--- src/rtl/au_scheduler_pkg.sv ---
// Opcode encodings and shared scheduler constants for the arithmetic unit path.
// The opcodes package is imported by both the scheduler and the arithmetic unit.
package opcodes;
    localparam int OPCODE_SIZE = 4;

    localparam logic [OPCODE_SIZE-1:0] OP_ADD = 4'd0;
    localparam logic [OPCODE_SIZE-1:0] OP_SUB = 4'd1;
    localparam logic [OPCODE_SIZE-1:0] OP_MUL = 4'd2;
    localparam logic [OPCODE_SIZE-1:0] OP_DIV = 4'd3;
    localparam logic [OPCODE_SIZE-1:0] OP_INC = 4'd4;
    localparam logic [OPCODE_SIZE-1:0] OP_DEC = 4'd5;
endpackage

package constants;
    localparam int WORD_SIZE = 19;

    typedef enum logic [1:0] {
        IDLE = 2'd0,
        EXEC = 2'd1,
        RESP = 2'd2
    } au_sched_state_t;

    localparam int AU_MUL_LAT = 2;
    localparam int AU_DIV_LAT = 4;

    localparam logic [WORD_SIZE-1:0] AU_DIV0_RESULT = 19'h7FFFF;
endpackage

--- src/rtl/au_scheduler_rr_arbiter.sv ---
// Round-robin arbiter: search starts one past the last grant and wraps.
// Emits a one-hot grant and its encoded index; all zero when disabled.
module rr_arbiter #(
    parameter int NUM_REQ = 2,
    parameter int ID_W    = $clog2(NUM_REQ)
) (
    input  logic [NUM_REQ-1:0] req,
    input  logic [ID_W-1:0]    last,
    input  logic               en,
    output logic [NUM_REQ-1:0] gnt,
    output logic [ID_W-1:0]    idx
);

    int              cand;
    logic [ID_W-1:0] sel;

    // Walk from lowest to highest priority so the nearest requester wins.
    always_comb begin
        gnt  = '0;
        idx  = '0;
        cand = 0;
        sel  = '0;
        for (int i = NUM_REQ; i >= 1; i--) begin
            cand = (int'(last) + i) % NUM_REQ;
            sel  = ID_W'(cand);
            if (en && req[sel]) begin
                gnt      = '0;
                gnt[sel] = 1'b1;
                idx      = sel;
            end
        end
    end

endmodule

--- src/rtl/au_scheduler.sv ---
// Shares one combinational arithmetic unit between requesters with per-opcode settle time.
// Optional AU_SCHED_DIV0_EN: divide-by-zero short-circuits with an error response.
module au_scheduler
    import opcodes::*;
    import constants::*;
#(
    parameter int NUM_REQ = 2,
    parameter int MUL_LAT = AU_MUL_LAT,
    parameter int DIV_LAT = AU_DIV_LAT,
    parameter int ID_W    = $clog2(NUM_REQ)
) (
    input  logic                                  clk,
    input  logic                                  rst_n,
    input  logic [NUM_REQ-1:0]                    req_valid,
    output logic [NUM_REQ-1:0]                    req_ready,
    input  logic [NUM_REQ-1:0][OPCODE_SIZE-1:0]   req_opcode,
    input  logic [NUM_REQ-1:0][WORD_SIZE-1:0]     req_operand_1,
    input  logic [NUM_REQ-1:0][WORD_SIZE-1:0]     req_operand_2,
    output logic [OPCODE_SIZE-1:0]                au_opcode,
    output logic [WORD_SIZE-1:0]                  au_operand_1,
    output logic [WORD_SIZE-1:0]                  au_operand_2,
    input  logic [WORD_SIZE-1:0]                  au_result,
    output logic                                  resp_valid,
    input  logic                                  resp_ready,
    output logic [ID_W-1:0]                       resp_id,
    output logic [WORD_SIZE-1:0]                  resp_result,
    output logic                                  resp_err,
    output logic                                  busy
);

    localparam int MAX_LAT = (MUL_LAT > DIV_LAT) ? MUL_LAT : DIV_LAT;
    localparam int CNT_W   = $clog2(MAX_LAT + 1);

    au_sched_state_t        state;
    logic [ID_W-1:0]        last_grant;
    logic [ID_W-1:0]        win_idx;
    logic [NUM_REQ-1:0]     gnt;
    logic [CNT_W-1:0]       cnt;
    logic [CNT_W-1:0]       lat_m1;
    logic [OPCODE_SIZE-1:0] win_opcode;
    logic [WORD_SIZE-1:0]   win_op1;
    logic [WORD_SIZE-1:0]   win_op2;
    logic                   arb_en;
    logic                   div0_acc;
    logic                   div0_exec;

    assign arb_en = (state == IDLE) && rst_n;

    rr_arbiter #(
        .NUM_REQ (NUM_REQ),
        .ID_W    (ID_W)
    ) u_arb (
        .req  (req_valid),
        .last (last_grant),
        .en   (arb_en),
        .gnt  (gnt),
        .idx  (win_idx)
    );

    assign req_ready  = gnt;
    assign win_opcode = req_opcode[win_idx];
    assign win_op1    = req_operand_1[win_idx];
    assign win_op2    = req_operand_2[win_idx];

`ifdef AU_SCHED_DIV0_EN
    assign div0_acc  = (win_opcode == OP_DIV) && (win_op2 == '0);
    assign div0_exec = (au_opcode == OP_DIV) && (au_operand_2 == '0);
`else
    assign div0_acc  = 1'b0;
    assign div0_exec = 1'b0;
`endif

    always_comb begin
        lat_m1 = '0;
        unique case (1'b1)
            (win_opcode == OP_MUL):
                lat_m1 = CNT_W'(MUL_LAT - 1);
            (win_opcode == OP_DIV) && !div0_acc:
                lat_m1 = CNT_W'(DIV_LAT - 1);
            default:
                lat_m1 = '0;
        endcase
    end

    always_ff @(posedge clk or negedge rst_n) begin
        if (!rst_n) begin
            state        <= IDLE;
            last_grant   <= ID_W'(NUM_REQ - 1);
            cnt          <= '0;
            au_opcode    <= '0;
            au_operand_1 <= '0;
            au_operand_2 <= '0;
            resp_valid   <= 1'b0;
            resp_id      <= '0;
            resp_result  <= '0;
            resp_err     <= 1'b0;
            busy         <= 1'b0;
        end else begin
            unique case (state)
                IDLE: begin
                    if (|gnt) begin
                        au_opcode    <= win_opcode;
                        au_operand_1 <= win_op1;
                        au_operand_2 <= win_op2;
                        last_grant   <= win_idx;
                        resp_id      <= win_idx;
                        cnt          <= lat_m1;
                        busy         <= 1'b1;
                        state        <= EXEC;
                    end
                end
                EXEC: begin
                    if (cnt == '0) begin
                        resp_result <= div0_exec ? AU_DIV0_RESULT : au_result;
                        resp_err    <= div0_exec;
                        resp_valid  <= 1'b1;
                        state       <= RESP;
                    end else begin
                        cnt <= cnt - 1'b1;
                    end
                end
                RESP: begin
                    if (resp_ready) begin
                        resp_valid <= 1'b0;
                        busy       <= 1'b0;
                        state      <= IDLE;
                    end
                end
                default: state <= IDLE;
            endcase
        end
    end

endmodule

--- config.mk ---
export PLATFORM = sky130hd
export DESIGN_NAME = au_scheduler
export DESIGN_NICKNAME = d
export VERILOG_FILES = /design/src/rtl/au_scheduler_pkg.sv /design/src/rtl/au_scheduler_rr_arbiter.sv /design/src/rtl/au_scheduler.sv
export SDC_FILE = /design/constraint.sdc
export NUM_CORES = 1
export LEC_CHECK = 0
export BUFFER_PORTS_ARGS = -buffer_cell sky130_fd_sc_hd__buf_2
export CAP_MARGIN = 20
export CORE_ASPECT_RATIO = 0.6
export CORE_UTILIZATION = 44
export DETAILED_ROUTE_END_ITERATION = 7
export HOLD_SLACK_MARGIN = 0.12
export PLACE_DENSITY = 0.79
export SLEW_MARGIN = 20
export SYNTH_ARGS = -nofsm -noshare
export SYNTH_HDL_FRONTEND = slang
export SYNTH_SLANG_ARGS = --single-unit
--- constraint.sdc ---
create_clock -name clk -period 2 [get_ports clk]
set_input_delay 0.1 -clock clk [delete_from_list [all_inputs] [get_ports clk]]
set_output_delay 0.1 -clock clk [all_outputs]
set_load 0.03 [all_outputs]
==> out/results.ini <==
[outcome]
status=finished with violations
violations=DRC

[floorplanning]
core-area_sq_mm=0.006792
fp.dieW_um=111.3
initial_core_util=0.4643
die_h_um=67.57
die_area_sq_mm=0.007520
fp-row-count=23
io_pins=175

[routing]
wirelength_mm=11.05
vias_per_cell=5.108
drtIter0Drc=243
ant_nets=0
drc_errors=24
firstDrtPassIters=7
wl_per_cell_um=16.97
vias=3325

[layout]
fill_cells=387
final_cell_mix=buf_2, dlygate4sd3_1, dfrtp_1
fin_nets=669
area_delta_synth_final_pct=73.37
final_common_cell=buf_2
n_antenna_cell=0
drive_gt1_frac=0.3883
instances_no_fill=651

[synthesis]
synthTopCellsByArea=dfrtp_1, mux2i_1, o21ai_0
syn_area_sq_mm=0.003153
synth_mux_area_frac=0.2079
synth-adder-area-share=0.007937
post_synth.cell_area_avg_sq_um=11.22
yosys.area_share.simple=0.08968
yosysUniqueCellTypes=32
synth_top_family_by_area=multiplexers
yosys.area_share.xor_xnor=0
synth_top_area_cell=dfrtp_1
syn_nets=391
synth_top_cell_area_share=0.5476
synth_warnings=0
syn_inst=281
yosys_register_bits=70
synth-compound-area-share=0.09722
synth-seq-area-share=0.5560

[worst_setup_path]
cp_slowest_stage_delay_ns=0.46
startpoint=state[0]
r2r_start=state[0]
worstSetupPathType=register to primary output
end_kind=primary output
worst_ep_required_time_ns=1.90
crit_chain=nor3b_4 > nand3_2 > buf_4 > inv_1 > buf_2
arrival_ns=1.79
cp_max_fo=23
start_kind=register
slowest_stage=dfrtp_1

[timing]
worst_slew_pin_slew_ns=0.8795
setup_tns_ns=0
slew_headroom=0.4137
maxSlewViolCount=0
period_needed_ns=1.895
hold_viol=0
setup_viol=0
fin_crit_sh=0.9473
rsz0062_at_grt=no
timing.fmax_mhz=527.8
finalClockSkew_ns=0.004916

[hold_path]
hp-class=primary input to register
hold_start=req_opcode[1]

[run]
max_cap_viol_count=0

[clock_network]
clockBufferDepth=2
clk_latency_ns=0.33
clkSinkCount=70
clk_pin_slew_worst_paths_ns=0.05
cts_tree=yes
root_buffer=clkbuf_16
htree_num_levels=3
cts_buffers=9
cts_resized=0

[placed_design]
place.port_buffers=173
dp_hpwl_mm=5.632
gp_congestion=0.7868
dp.cells=529

[global_route]
grt_first_pass_wirelength_mm=17.08
antenna_found_initial=0
grt_pass1_vias=3522
grt_usage=0.3029
grt_max_degree=71
grt-ovfl-total=0

[power]
p_leak_nw=2.968
ir_worst_vdd_uv=1198
powerDensity_mw_per_mm2=1466

==> area by class of cell <==
class	count	area (sq um)	share of cell area
clock buffer	12	246.5	0.04509
clock inverter	4	70.07	0.01282
inverter	7	26.28	0.004807
multi-input combinational	186	1290	0.2360
sequential	70	1753	0.3207
tap	87	108.9	0.01991
timing repair buffer	285	1972	0.3607
==> repair_timing <==
action                                  CTS  global route
endpoints found under the setup margin    1             0
buffers inserted                          1             0
endpoints found under the hold margin   133             0
hold buffers                            105             0
==> metrics by stage <==
step | cell area [sq um] | setup WS, ns | hold WS, ns | total power, W | util
2_1_floorplan | 3153 | 0.4011 | -0.1956 | 0.004913 | -
3_3_place_gp | 4091 | 0.2975 | 0.3311 | 0.005854 | 0.6024
3_5_place_dp | 4091 | 0.2324 | 0.3372 | 0.005979 | 0.6024
4_1_cts | 5466 | 0.1439 | 0.1641 | 0.007878 | 0.8049
5_1_grt | 5466 | 0.03603 | 0.1726 | 0.008433 | 0.8049
6_report | 5466 | 0.1054 | 0.1476 | 0.008015 | 0.8049
==> worst paths after layout <==
check	end	slack (ns)	cells past startpoint
hold / removal	au_opcode[1]	0.15	3
min in group asynchronous	resp_result[16]	0.56	3
hold reg to reg	au_operand_2[15]	0.48	2
max in group asynchronous	au_operand_2[16]	0.89	3
setup / recovery	req_ready[1]	0.11	5
setup reg to reg	last_grant	0.26	5
==> critical path, delay by kind of cell (launching register included) <==
family,cells,cell delay [ns]
buffers and inverters,3,0.59
DFF,1,0.46
and+or+nand+nor,2,0.40
==> synthesized netlist by cell type (all sizes together) <==
| master | count |
|---|---|
| or3 | 1 |
| or4 | 1 |
| dfrtp | 69 |
| o21ba | 1 |
| a21boi | 1 |
| nand3 | 4 |
| o221a | 1 |
| nand2 | 49 |
| and2 | 1 |
| nand2b | 2 |
| conb | 1 |
| o21ai | 46 |
| nand4 | 1 |
| and3 | 1 |
| nor3b | 2 |
| o32a | 1 |
| dfstp | 1 |
| mux2i | 43 |
| clkbuf | 6 |
| buf | 12 |
| a31o | 1 |
| ha | 2 |
| a31oi | 1 |
| mux2 | 20 |
| nor2 | 2 |
| a21oi | 3 |
| o211ai | 1 |
| inv | 7 |
==> logic make-up after synthesis <==
logic type	Yosys count
buffers and inverters	25
AOI/OAI and AO/OA	56
muxes	63
other	1
and+or+nand+nor	64
DFF	70
adders and majority gates	2
==> power by group <==
group	switching [W]	total (W)	internal (W)
logic	0.00247	0.00377	0.00131
registers	0.000431	0.00254	0.00211
clock network	0.000573	0.00169	0.00112
total	0.00347	0.00801	0.00454
==> registers in the layout, summed over array words and instances (netlist names) <==
name / flops
state: 2
last_grant: 1
resp_id: 1
au_operand_2: 19
resp_valid: 1
au_operand_1: 19
resp_result: 19
au_opcode: 4
cnt: 3
busy: 1
==> per-layer routing <==
layer	vias up	track usage	share of wire
li1	1532	-	-
met1	1565	0.3270	0.38
met2	187	0.5281	0.49
met3	41	0.1131	0.085
met5	-	0	0
met4	0	0.1791	0.040
No activity file was read; power rests on OpenSTA's default activity.
